$ cat config.mk
export PLATFORM = sky130hd
export DESIGN_NAME = tick_counter
export DESIGN_NICKNAME = d
export VERILOG_FILES = /design/src/rtl/tick_counter.sv
export SDC_FILE = /design/constraint.sdc
export NUM_CORES = 1
export LEC_CHECK = 0
export ABC_AREA = 1
export CAP_MARGIN = 20
export CORE_UTILIZATION = 55
export CTS_CLUSTER_DIAMETER = 100
export CTS_CLUSTER_SIZE = 30
export DETAILED_ROUTE_END_ITERATION = 7
export DONT_BUFFER_PORTS = 1
export HOLD_SLACK_MARGIN = 0.08
export PLACE_DENSITY = 0.74
export SYNTH_ARGS = -nofsm -noshare
export SYNTH_HDL_FRONTEND = slang
export SYNTH_SLANG_ARGS = --single-unit
export TNS_END_PERCENT = 1
$ cat constraint.sdc
create_clock -name clk -period 4.6 [get_ports clk]
set_clock_uncertainty 0.1 [all_clocks]
set_input_delay 0.92 -clock clk [delete_from_list [all_inputs] [get_ports clk]]
set_output_delay 0.92 -clock clk [all_outputs]
set_load 0.1 [all_outputs]
$ cat src/rtl/tick_counter.sv
// Consumer of the divided-clock square wave: synchronises tick_in into clk,
// converts rising edges to step pulses that drive a modulo up/down counter and a stall watchdog.
module tick_counter #(
  parameter int               WIDTH   = 8,
  parameter logic [WIDTH-1:0] MAX     = 8'd9,
  parameter logic [27:0]      TIMEOUT = 28'd20000000
) (
  input  logic             clk,
  input  logic             reset,
  input  logic             tick_in,
  input  logic             en,
  input  logic             up,
  input  logic             load,
  input  logic [WIDTH-1:0] load_val,
  output logic [WIDTH-1:0] count,
  output logic             step,
  output logic             wrap,
  output logic             stalled
);

  logic        tick_p0;
  logic        tick_p1;
  logic        tick_p2;
  logic        vld_p2;
  logic [27:0] gap;

  function automatic logic [WIDTH-1:0] sat_load(input logic [WIDTH-1:0] v);
    return (v > MAX) ? MAX : v;
  endfunction

  // An out-of-range count is treated as MAX, so it always wraps back into range.
  function automatic logic [WIDTH-1:0] inc_mod(input logic [WIDTH-1:0] v);
    return (v >= MAX) ? '0 : v + WIDTH'(1);
  endfunction

  function automatic logic [WIDTH-1:0] dec_mod(input logic [WIDTH-1:0] v);
    return (v == '0) ? MAX : v - WIDTH'(1);
  endfunction

  // Stages p0..p2: synchroniser chain, p0/p1 resolve metastability, p2 holds the previous level.
  always_ff @(posedge clk or posedge reset) begin
    if (reset) begin
      tick_p0 <= 1'b0;
      tick_p1 <= 1'b0;
      tick_p2 <= 1'b0;
    end else begin
      tick_p0 <= tick_in;
      tick_p1 <= tick_p0;
      tick_p2 <= tick_p1;
    end
  end

  assign vld_p2 = tick_p1 & ~tick_p2;

  // Stage p3: counter, step and wrap registers, load has priority over an accepted edge.
  always_ff @(posedge clk or posedge reset) begin
    if (reset) begin
      count <= '0;
      step  <= 1'b0;
      wrap  <= 1'b0;
    end else begin
      step <= vld_p2;
      if (load) begin
        count <= sat_load(load_val);
        wrap  <= 1'b0;
      end else if (vld_p2 && en) begin
        if (up) begin
          count <= inc_mod(count);
          wrap  <= (count >= MAX);
        end else begin
          count <= dec_mod(count);
          wrap  <= (count == '0);
        end
      end else begin
        wrap <= 1'b0;
      end
    end
  end

  always_ff @(posedge clk or posedge reset) begin
    if (reset) begin
      gap <= '0;
    end else if (vld_p2) begin
      gap <= '0;
    end else if (gap < TIMEOUT) begin
      gap <= gap + 28'd1;
    end
  end

  assign stalled = (gap == TIMEOUT);

endmodule

==> results of run 1 <==
==> worst register-to-register path, stage by stage (launching register included) <==
cell and delay [ps]:
dfrtp_1 1060, inv_1 250, ha_1 320, nand2_1 70, o21ai_0 70, nand3_1 190
inv_1 70, nand2_1 60, nand3_1 80, nand2_1 60, nand2_1 40
==> path summary, 6_finish.rpt <==
kind,start,to,slack [ps],cells past startpoint
worst min register to register,tick_p0,tick_p1,260,0
worst max-delay path,gap[8],stalled,1830,5
max in group asynchronous,reset,gap[14],3510,2
min in group asynchronous,reset,count[5],540,2
worst min-delay path,tick_p0,tick_p1,260,0
worst max register to register,count[0],count[3],2130,10
==> report_power, final <==
part / internal [uW] / switching, uW / total, uW / leakage, uW
registers: 377 / 57.9 / 435 / 0.000554
logic: 37.2 / 61.9 / 99.0 / 0.000823
clock network: 176 / 127 / 303 / 0.0000574
==> registers in the layout, summed over array words and instances (netlist names) <==
name     cells
wrap         1
count        8
tick_p1      1
tick_p0      1
tick_p2      1
gap         28
step         1
==> kinds of logic (layout without fill, tap and decap cells) <==
logic type      count (synthesis)  after routing  share of synthesized area [%]
fa+ha+maj                       6              6                           2.73
compound gates                 16             16                           3.33
buf+inv                        50             52                           7.70
xor+xnor                       17             17                           5.42
flops                          41             41                           37.4
simple gates                  279            279                           43.5
==> layer usage <==
layer / global-route usage [%] / vias up
met5: 0 / -
met2: 45.9 / 60
li1: - / 1285
met4: 10.5 / 0
met1: 32.4 / 1139
met3: 5.66 / 6
==> stage by stage <==
stage	hold slack, ps	utilization (%)	instances
3_3_place_gp	232	59.2	470
6_report	257	61.8	478
2_1_floorplan	231	-	409
4_1_cts	260	61.8	478
3_5_place_dp	241	59.2	470
5_1_grt	274	61.8	478
==> cells in the final DEF (no fill, tap or decap), types with 5 or more instances in the layout <==
cell type / instances
nand2_1: 149
nor2_1: 63
dfrtp_1: 41
inv_1: 38
nand3_1: 32
nand4_1: 17
xor2_1: 11
o21ai_0: 8
xnor2_1: 6
ha_1: 6
clkbuf_8: 6
nor3_1: 5
==> synth_stat cells (all sizes together), types with 5 or more instances <==
cell type and count:
ha 6, xnor2 6, dfrtp 41, nand4 17, inv 42, nand3 32
o21ai 9, nor3 5, nor2 68, xor2 11, nand2 151
==> area by class of cell <==
type / count / area [um^2]
multi-input combinational: 318 / 1510
fill: 476 / 1820
clock buffer: 6 / 82.6
timing repair buffer: 2 / 35.0
clock inverter: 2 / 37.5
tap: 67 / 83.8
inverter: 42 / 158
sequential: 41 / 1030
==> metrics.md, run 1 <==
| Metric | Value |
|---|---|
| CTS H-Tree Depth | 2 |
| Pwr/cell area | 285 nW/um^2 |
| Max Freq | 361 MHz |
| Remaining antenna violation count | 0 |
| Post-layout minimum cycle time | 2770 ps |
| HPWL Detailed | 4480 um |
| Initial drt markers | 235 |
| Met2 WL | 2980 um |
| Run status | finished clean |
| CP required | 3580 ps |
| Ranking of synthesized cells by area | dfrtp_1, nand2_1, nor2_1 |
| Post-layout net count | 430 |
| Critical Path Start Type | flop |
| Setup WS post-layout | 1830 ps |
| CP Capture Type | output port |
| GRT Residual Overflow | 0 |
| Syn_nets | 429 |
| YS warnings | 0 |
| Boundary pin count | 25 |
| 1st-pass router iterations | 4 |
| Clock tree from TritonCTS | built |
| Share of cells above drive strength 1 | 5.60% |
| Fin. Hold Viols | 0 |
| Per-cell routed wire length | 12.9 um |
| Part of the Yosys area used for sequential elements | 37.4% |
| Design area | 2940 um^2 |
| Critical Path AT | 1750 ps |
| Slew HR | 26.1% |
| CTS Hold Buffers Added | 0 |
| Main synth FF type | dfrtp_1 |
| Worst-Margin Slew | 1110 ps |
| Chip Height | 72.7 um |
| Synth async-reset ratio | 100% |
| Die area | 5280 um^2 |
| Final worst-path cycle share | 60.2% |
| Setup CP Type | reg2out |
| Area Growth Syn to Fin | 6.92% |
| Final setup TNS | 0 ps |
| Global placement routability congestion | 0.867 |
| Synthesized area per cell | 6.71 um^2 |
| Setup Viol. Count Final | 0 |
| Slew Limit Fails | 0 |
| Largest net degree at the start of global routing | 42 |
| Core ar. | 4750 um^2 |
| Max Root-Sink Buffers | 2 |
| Vias post-DR | 2,490 |
| WL met3 | 358 um |
| Ant diodes | 0 |
| Mapped cell area | 2750 um^2 |
| Number of global-route vias before repair | 2,453 |
| CTS root buffer | clkbuf_8 |
| Clock transition at the registers of the reported paths | 80 ps |
| Starting density of the core | 57.8% |
| Clk_lat worst skew | 290 ps |
| Synth area leader | dfrtp_1 |
| PostCTS Resize Cnt | 0 |
| Critical Path, Cell by Cell | inv_1, nor4_1, nand4_1, nor3b_2, buf_16 |
| Vias/cell | 5.21 |
| Synth unique cells | 29 |
| Post-synth EDFFs | 0 |
| Port Buffer Count | 0 |
| WL final | 6180 um |
| Metal1 wirelength | 2770 um |
| Buf/Inv on CP | 2 |
| Peak VDD IR | 211 uV |
| Top-area cell type share of the netlist area | 37.4% |
| Total Power | 837 uW |
| Seq cells post-synth | 41 |
| Leakage power | 0.00143 uW |
| Rows | 25 |
| DP Area | 2820 um^2 |
| Tot GR Track Use | 26.6% |
| Slowest cell on the critical path | dfrtp_1 |
| Die Wd | 72.7 um |
| Top routing layer in use | met4 |
| Total CTS buffers | 5 |
| TritonCTS Sinks | 41 |
| Kind of cell adding the most delay to the critical path | simple AND/OR/NAND/NOR gates |
| Initial antenna violation count | 0 |
| Crit path max fanout | 6 |
| Dpl ws | 2110 ps |
| Gate Count Post-Synth | 409 |
| DRC | 0 |
| MaxCap Viol Count | 0 |
| Setup Buffers After CTS | 0 |
| First-pass GRT wire length | 10,800 um |
| Crit-path max cell delay | 430 ps |
| RSZ-0062 raised after global routing | false |
| Hold crit path type | reg2reg |
(Power assumes the default switching activity.)
==> run 2, diff against run 1 <==
--- a/config.mk
+++ b/config.mk
@@ -5,7 +5,7 @@
 export SDC_FILE = /design/constraint.sdc
 export NUM_CORES = 1
 export LEC_CHECK = 0
-export ABC_AREA = 1
+export ABC_AREA = 0
 export CAP_MARGIN = 20
 export CORE_UTILIZATION = 55
 export CTS_CLUSTER_DIAMETER = 100
@@ -13,7 +13,7 @@
 export DETAILED_ROUTE_END_ITERATION = 7
 export DONT_BUFFER_PORTS = 1
 export HOLD_SLACK_MARGIN = 0.08
-export PLACE_DENSITY = 0.74
+export PLACE_DENSITY = 0.77
 export SYNTH_ARGS = -nofsm -noshare
 export SYNTH_HDL_FRONTEND = slang
 export SYNTH_SLANG_ARGS = --single-unit
==> constraint.sdc (replaced) <==
create_clock -name clk -period 2.4 [get_ports clk]
set_clock_uncertainty 0.1 [all_clocks]
set_input_delay 0.48 -clock clk [delete_from_list [all_inputs] [get_ports clk]]
set_output_delay 0.48 -clock clk [all_outputs]
set_load 0.1 [all_outputs]
==> run 2 against run 1 <==
  * Worst hold slack got worse by 160 ps
  * Routed wire length down 9.2%
  * Cell area shrank 5.2%
  * Count of clock-buffer cells in the layout increased by 1
  * Sequential share of layout area rose by 2.1 points
  * Core utilization up 5.9 points
  * Combinational power increased to 2.5 times the previous value
  * Critical path type unchanged
  * Critical endpoint unchanged
  * Highest routed layer unchanged
  * Clock power grew 67%
  * Synthesized cell count decreased by 35%
  * Sequential power is 77% higher
  * Final cell count fell by 29%
  * Total power is 82% higher
==> metrics.md, run 2 <==
| Metric | Value |
|---|---|
| CP Capture Type | output port |
| Rows | 23 (-8.0%) |
| Mux contribution to synthesized area | 1.24% (+1.2 points) |
| Clock transition at the registers of the reported paths | 80 ps (about the same) |
| Run status | finished clean |
| Synth area leader | dfrtp_1 |
| Critical Path End | stalled |
| Setup WS post-layout | 78.9 ps (-1750 ps) |
| Largest family of logic cells by synthesized area | simple AND/OR/NAND/NOR gates |
| Leakage power | 0.00119 uW (-17%) |
| Final worst-path cycle share | 96.7% |
| Ranking of synthesized cells by area | dfrtp_1, a21oi_1, or4_1 |
| Top-area cell type share of the netlist area | 42.4% (+5.0 points) |
| Critical Path AT | 1740 ps (about the same) |
| GRT Residual Overflow | 0 (unchanged) |
| Worst Setup SP | gap[15] |
| Clk_lat worst skew | 300 ps (about the same) |
| Largest registers | gap (28), count (8) |
| Area Growth Syn to Fin | 15.0% |
| Vias post-DR | 2,189 (-12%) |
| Post-synthesis xor/xnor area fraction | 0.362% (-5.1 points) |
| Per-cell routed wire length | 16.6 um (+28%) |
| Psw | 460 uW (+87%) |
| MaxCap Viol Count | 0 (unchanged) |
| Fin util | 67.7% (+5.9 points) |
| Critical Path Start Type | flop |
| Reg2Reg Setup Slack | 240 ps (-1890 ps) |
| GRT busiest layer | met2 |
| Total CTS buffers | 5 (unchanged) |
| Sw frac | 30.1% (+0.70 points) |
| Boundary pin count | 25 (unchanged) |
| Mapped cell area | 2420 um^2 (-12%) |
| Post-layout net count | 307 (-29%) |
| Dpl ws | 292 ps (-1820 ps) |
| RSZ-0062 raised after global routing | true |
| Combinational group share of total power | 16.4% (+4.6 points) |
| Initial antenna violation count | 0 (unchanged) |
| Ant diodes | 0 (unchanged) |
| Synth async-reset ratio | 100% (unchanged) |
| Adder-cell share of the synthesized area | 3.10% (+0.37 points) |
| WL final | 5620 um (-9.2%) |
| Core ar. | 4120 um^2 (-13%) |
| Seq cells post-synth | 41 (unchanged) |
| Number of flip-flops under the largest register name | 28 (unchanged) |
| 1st-pass router iterations | 4 (unchanged) |
| Clock tree from TritonCTS | built |
| TritonCTS Sinks | 41 (unchanged) |
| Remaining antenna violation count | 0 (unchanged) |
| Syn_nets | 287 (-33%) |
| Worst-Margin Slew | 560 ps (-549 ps) |
| Post-synthesis simple-gate area fraction | 28.8% (-15 points) |
| YS warnings | 0 (unchanged) |
| Vias/cell | 6.48 (+24%) |
| Synth unique cells | 51 (+76%) |
| Peak VDD IR | 272 uV (+29%) |
| Max Root-Sink Buffers | 2 (unchanged) |
| Complex-gate fraction of the synthesized area | 21.0% (+18 points) |
| Tot GR Track Use | 26.5% (-0.043 points) |
| Worst hold slack | 101 ps (-156 ps) |
| FF-to-FF path depth | 6 (-4) |
| M2 GR Usage | 41.5% (-4.4 points) |
| Initial drt markers | 255 (+8.5%) |
| Gate Count Post-Synth | 267 (-35%) |
| Grt met1 use | 36.0% (+3.6 points) |
| Most frequent cells in the layout | dfrtp_1, nand2_1, a21oi_1 |
| Largest net degree at the start of global routing | 33 (-21%) |
| Slew HR | 62.3% (+36 points) |
| Most common cell after layout, fill and taps aside | dfrtp_1 |
| Top reg by flops | gap |
| Post-synth EDFFs | 0 (unchanged) |
| First-pass GRT wire length | 9160 um (-15%) |
| Main synth FF type | dfrtp_1 |
| Share of cells above drive strength 1 | 16.3% (+11 points) |
| Die Wd | 68.4 um (-5.9%) |
| Setup Viol. Count Final | 0 (unchanged) |
| Most frequent cells after synthesis | dfrtp_1, nand2_1, a21oi_1 |
| DRC | 0 (unchanged) |
| Worst Hold Launch | tick_in |
| Crit path max fanout | 7 (+1) |
| Synthesized area per cell | 9.07 um^2 (+35%) |
| Slew Limit Fails | 0 (unchanged) |
| Post-layout minimum cycle time | 2320 ps |
| Hold crit path type | in2reg |
| Met3 usage | 4.83% (-0.83 points) |
| Total Power | 1530 uW (+82%) |
| Setup Buffers After CTS | 0 (unchanged) |
| CTS root buffer | clkbuf_8 |
| CTS H-Tree Depth | 2 (unchanged) |
| Int Power | 1070 uW (+81%) |
| Number of global-route vias before repair | 2,003 (-18%) |
| Flop pwr share | 50.5% (-1.4 points) |
| Fin. Hold Viols | 0 (unchanged) |
| Reg2reg start | gap[13] |
| Count leader, synth | dfrtp_1 |
| CP required | 1820 ps (-1760 ps) |
| Die area | 4670 um^2 (-11%) |
| RR Endpoint | gap[9] |
| Part of the Yosys area used for sequential elements | 42.4% (+5.0 points) |
| Clock share of power | 33.1% (-3.1 points) |
| Starting density of the core | 58.9% (+1.1 points) |
| Chip Height | 68.4 um (-5.9%) |
| Port Buffer Count | 0 (unchanged) |
| Setup CP Type | reg2out |
| Max Freq | 431 MHz |
| Pwr/cell area | 548 nW/um^2 (+92%) |
| Global placement routability congestion | 0.887 (+2.3%) |
| HPWL Detailed | 3980 um (-11%) |
==> run 2: final cells by class <==
type	instances	area, um^2
Clock inverter	1	5.00
Timing Repair Buffer	22	193
Sequential cell	41	1030
Fill cell	319	1330
Inverter	9	33.8
Clock buffer	7	96.3
Tap cell	50	62.6
Multi-Input combinational cell	208	1360
==> run 2: worst max-delay path, cell delays in order, from the launching register on <==
cell	delay, ps
dfrtp_2	450
nor2_2	140
nand3_1	70
or3_4	350
nor4_4	210
buf_12	220
==> run 2: power groups by stage <==
| stage | combinational [uW] | clock [uW] | sequential [uW] |
|---|---|---|---|
| finish | 251 | 505 | 771 |
| floorplan | 138 | 0 | 832 |
| global placement | 243 | 0 | 782 |
| global route | 277 | 538 | 776 |
| CTS | 251 | 517 | 770 |
| detailed placement | 247 | 0 | 784 |
==> run 2: repair_timing <==
item,CTS,global route
endpoints found under the hold margin,13,0
resized for setup,1,6
setup endpoints to repair,1,1
hold buffers,1,0
cloned,0,0
pin swaps,0,1
==> run 2: logic make-up (layout without fill, tap and decap cells) <==
group | after synthesis | count (layout)
xor gates and xnor gates | 1 | 1
adders and majority gates | 6 | 6
muxes | 3 | 3
DFF | 41 | 41
buffers and inverters | 18 | 39
and+or+nand+nor | 120 | 120
AOI/OAI and AO/OA | 78 | 78
==> run 2: worst min path at each step <==
stage	slack, ps	end	cells after the start
floorplan	230	tick_p1	0
global placement	230	tick_p1	0
detailed placement	240	tick_p1	0
CTS	90	tick_p0	0
global route	90	tick_p0	0
finish	100	tick_p0	0
==> run 2: layer usage <==
| layer | up-vias | part of all wire [%] |
|---|---|---|
| li1 | 1060 | - |
| met1 | 1066 | 47 |
| met2 | 56 | 48 |
| met3 | 7 | 4.1 |
| met4 | 0 | 1.4 |
| met5 | - | 0 |
==> run 2: through the flow <==
step | instance area (um^2) | setup TNS [ps] | std cells
2_1_floorplan | 2450 | -254 | 267
3_5_place_dp | 2650 | 0 | 329
5_1_grt | 2790 | -4.10 | 338
6_report | 2790 | 0 | 338
4_1_cts | 2770 | 0 | 338
3_3_place_gp | 2650 | 0 | 329
==> run 3, diff against run 2 <==
--- a/config.mk
+++ b/config.mk
@@ -7,13 +7,13 @@
 export LEC_CHECK = 0
 export ABC_AREA = 0
 export CAP_MARGIN = 20
-export CORE_UTILIZATION = 55
+export CORE_UTILIZATION = 50
 export CTS_CLUSTER_DIAMETER = 100
 export CTS_CLUSTER_SIZE = 30
 export DETAILED_ROUTE_END_ITERATION = 7
 export DONT_BUFFER_PORTS = 1
 export HOLD_SLACK_MARGIN = 0.08
-export PLACE_DENSITY = 0.77
+export PLACE_DENSITY = 0.72
 export SYNTH_ARGS = -nofsm -noshare
 export SYNTH_HDL_FRONTEND = slang
 export SYNTH_SLANG_ARGS = --single-unit
==> constraint.sdc (replaced) <==
create_clock -name clk -period 2 [get_ports clk]
set_clock_uncertainty 0.1 [all_clocks]
set_input_delay 0.4 -clock clk [delete_from_list [all_inputs] [get_ports clk]]
set_output_delay 0.4 -clock clk [all_outputs]
set_load 0.1 [all_outputs]
==> run 3 against run 2 <==
  * The flow now finishes with violations (setup timing)
  * Non-clock buffer count grew 29
  * Total power up 29%
  * Worst setup slack got worse by 290 ps
  * Final cell count increased by 9.2%
  * First-iteration DRC count down 20%
  * Combinational power rose by 48%
  * Routed wire length increased by 6.0%
  * Cell area is 10% higher
  * Critical path depth unchanged
  * Sequential share of layout area is 3.5 points lower
==> metrics.md, run 3 (synthesis gave the netlist of run 2 again) <==
| Metric | Value |
|---|---|
| Run status | finished, violations left |
| Failing checks | setup timing |
| Slowest cell on the critical path | dfrtp_1 |
| Peak VDD IR | 441 uV (+62%) |
| Setup CP Type | reg2out |
| Vias post-DR | 2,321 (+6.0%) |
| Starting density of the core | 53.8% (-5.1 points) |
| RSZ-0062 raised after global routing | true |
| Crit-path max cell delay | 430 ps (-20 ps) |
| Pwr/cell area | 640 nW/um^2 (+17%) |
| Fin. Hold Viols | 0 (unchanged) |
| Per-cell routed wire length | 16.1 um (-2.9%) |
| Port Buffer Count | 0 (unchanged) |
| Ant diodes | 0 (unchanged) |
| Critical Path, Cell by Cell | nor2_1, nand3_1, or3_4, nor4_4, buf_12 |
| Global placement routability congestion | 0.976 (+10%) |
| 1st-pass router iterations | 5 (+1) |
| HPWL Detailed | 4260 um (+6.9%) |
| CTS root buffer | clkbuf_8 |
| Dpl ws | -75.0 ps (-367 ps) |
| Max Root-Sink Buffers | 2 (unchanged) |
| WL final | 5960 um (+6.0%) |
| Max Freq | 452 MHz |
| Slew HR | 58.1% (-4.3 points) |
| Worst-Margin Slew | 625 ps (+64.7 ps) |
| Post-layout minimum cycle time | 2210 ps |
| Initial antenna violation count | 0 (unchanged) |
| Post-layout net count | 336 (+9.4%) |
| GRT Residual Overflow | 0 (unchanged) |
| TritonCTS Sinks | 41 (unchanged) |
| Kind of cell adding the most delay to the critical path | simple AND/OR/NAND/NOR gates |
| Die area | 5130 um^2 (+9.7%) |
| First-pass GRT wire length | 10,000 um (+9.3%) |
| Clock transition at the registers of the reported paths | 80 ps (about the same) |
| Boundary pin count | 25 (unchanged) |
| Total CTS buffers | 5 (unchanged) |
| Largest net degree at the start of global routing | 19 (-42%) |
| Remaining antenna violation count | 0 (unchanged) |
| Area Growth Syn to Fin | 26.9% |
| Clk_lat worst skew | 300 ps (about the same) |
| Largest registers | gap (28), count (8) |
| CTS H-Tree Depth | 2 (unchanged) |
| Final worst-path cycle share | 111% |
| CP required | 1500 ps (-320 ps) |
| Clock tree from TritonCTS | built |
| Vias/cell | 6.29 (-2.9%) |
| Critical Path AT | 1710 ps (-30 ps) |
| DRC | 0 (unchanged) |
| Tot GR Track Use | 24.6% (-1.9 points) |
| Share of cells above drive strength 1 | 27.1% (+11 points) |
| Number of flip-flops under the largest register name | 28 (unchanged) |
| Number of global-route vias before repair | 2,213 (+10%) |
| Most frequent cells in the layout | buf_4, dfrtp_1, nand2_1 |
| Slew Limit Fails | 0 (unchanged) |
| CP Capture Type | output port |
| Crit path max fanout | 5 (-2) |
| Top reg by flops | gap |
| Most common cell after layout, fill and taps aside | buf_4 |
| Buf/Inv on CP | 1 (unchanged) |
| Hold crit path type | in2reg |
| Fin util | 68.3% (+0.57 points) |
| Leakage power | 0.00134 uW (+13%) |
| Initial drt markers | 205 (-20%) |
| Critical Path Start Type | flop |
| Setup WS post-layout | -213 ps (-292 ps) |
| Rows | 24 (+4.3%) |
| Setup Viol. Count Final | 11 (+11) |
| Die Wd | 71.6 um (+4.7%) |
| Core ar. | 4500 um^2 (+9.5%) |
| Chip Height | 71.6 um (+4.7%) |
| MaxCap Viol Count | 0 (unchanged) |
run 3: cell type report:
| cell class | count | area (um^2) |
|---|---|---|
| clock buffers | 5 | 68.8 |
| fillers | 367 | 1430 |
| multi-input cells | 208 | 1420 |
| well taps | 52 | 65.1 |
| flip-flops and latches | 41 | 1030 |
| clock inverters | 3 | 46.3 |
| inverters | 9 | 33.8 |
| repair buffers | 51 | 410 |
run 3: path summary, 6_finish.rpt:
path | end | cells after the start | slack, ps | from
max in group asynchronous | gap[18] | 3 | 800 | reset
setup reg to reg | gap[14] | 6 | -50 | gap[0]
min in group asynchronous | gap[11] | 2 | 440 | reset
hold reg to reg | tick_p1 | 0 | 250 | tick_p0
setup / recovery | stalled | 5 | -210 | gap[14]
hold / removal | count[1] | 2 | 120 | load_val[1]
run 3: metrics by stage:
step                      hold slack (ps)  power (uW)  setup TNS, ps  area [um^2]  std cells
final                                 123        1970           -483         3070        369
after detailed placement              226        1280           -547         2850        358
after floorplan                       231        1160          -2290         2450        267
after global placement                224        1280              0         2850        358
after CTS                             116        1980           -417         3030        369
after global routing                  126        2060          -1970         3070        369
run 3: report_power, final:
group / internal (uW) / switching [uW] / leakage [uW]
logic: 138 / 233 / 0.000742
registers: 869 / 43.5 / 0.000548
clock network: 374 / 310 / 0.0000543
run 3: timing repair:
action                                  in CTS  in global routing
hold buffers                                 3                  0
setup buffers                                0                  0
pin swaps                                    4                  7
gates resized for setup                      9                 13
endpoints found under the hold margin       18                  0
endpoints found under the setup margin      15                 24
run 3: worst reg2reg max path, cell delays in order, from the launching register on:
cell     delay (ps)
dfrtp_1         420
ha_2            220
nand2_1          80
or2_1           250
or3_4           410
or3_4           340
a21oi_2         160
run 3: layer usage:
layer / vias up / global-route usage, % / share of wire, %
li1: 1122 / - / -
met1: 1131 / 35.2 / 46
met2: 60 / 37.7 / 48
met3: 8 / 4.36 / 4.5
met4: 0 / 8.93 / 1.6
met5: - / 0 / 0
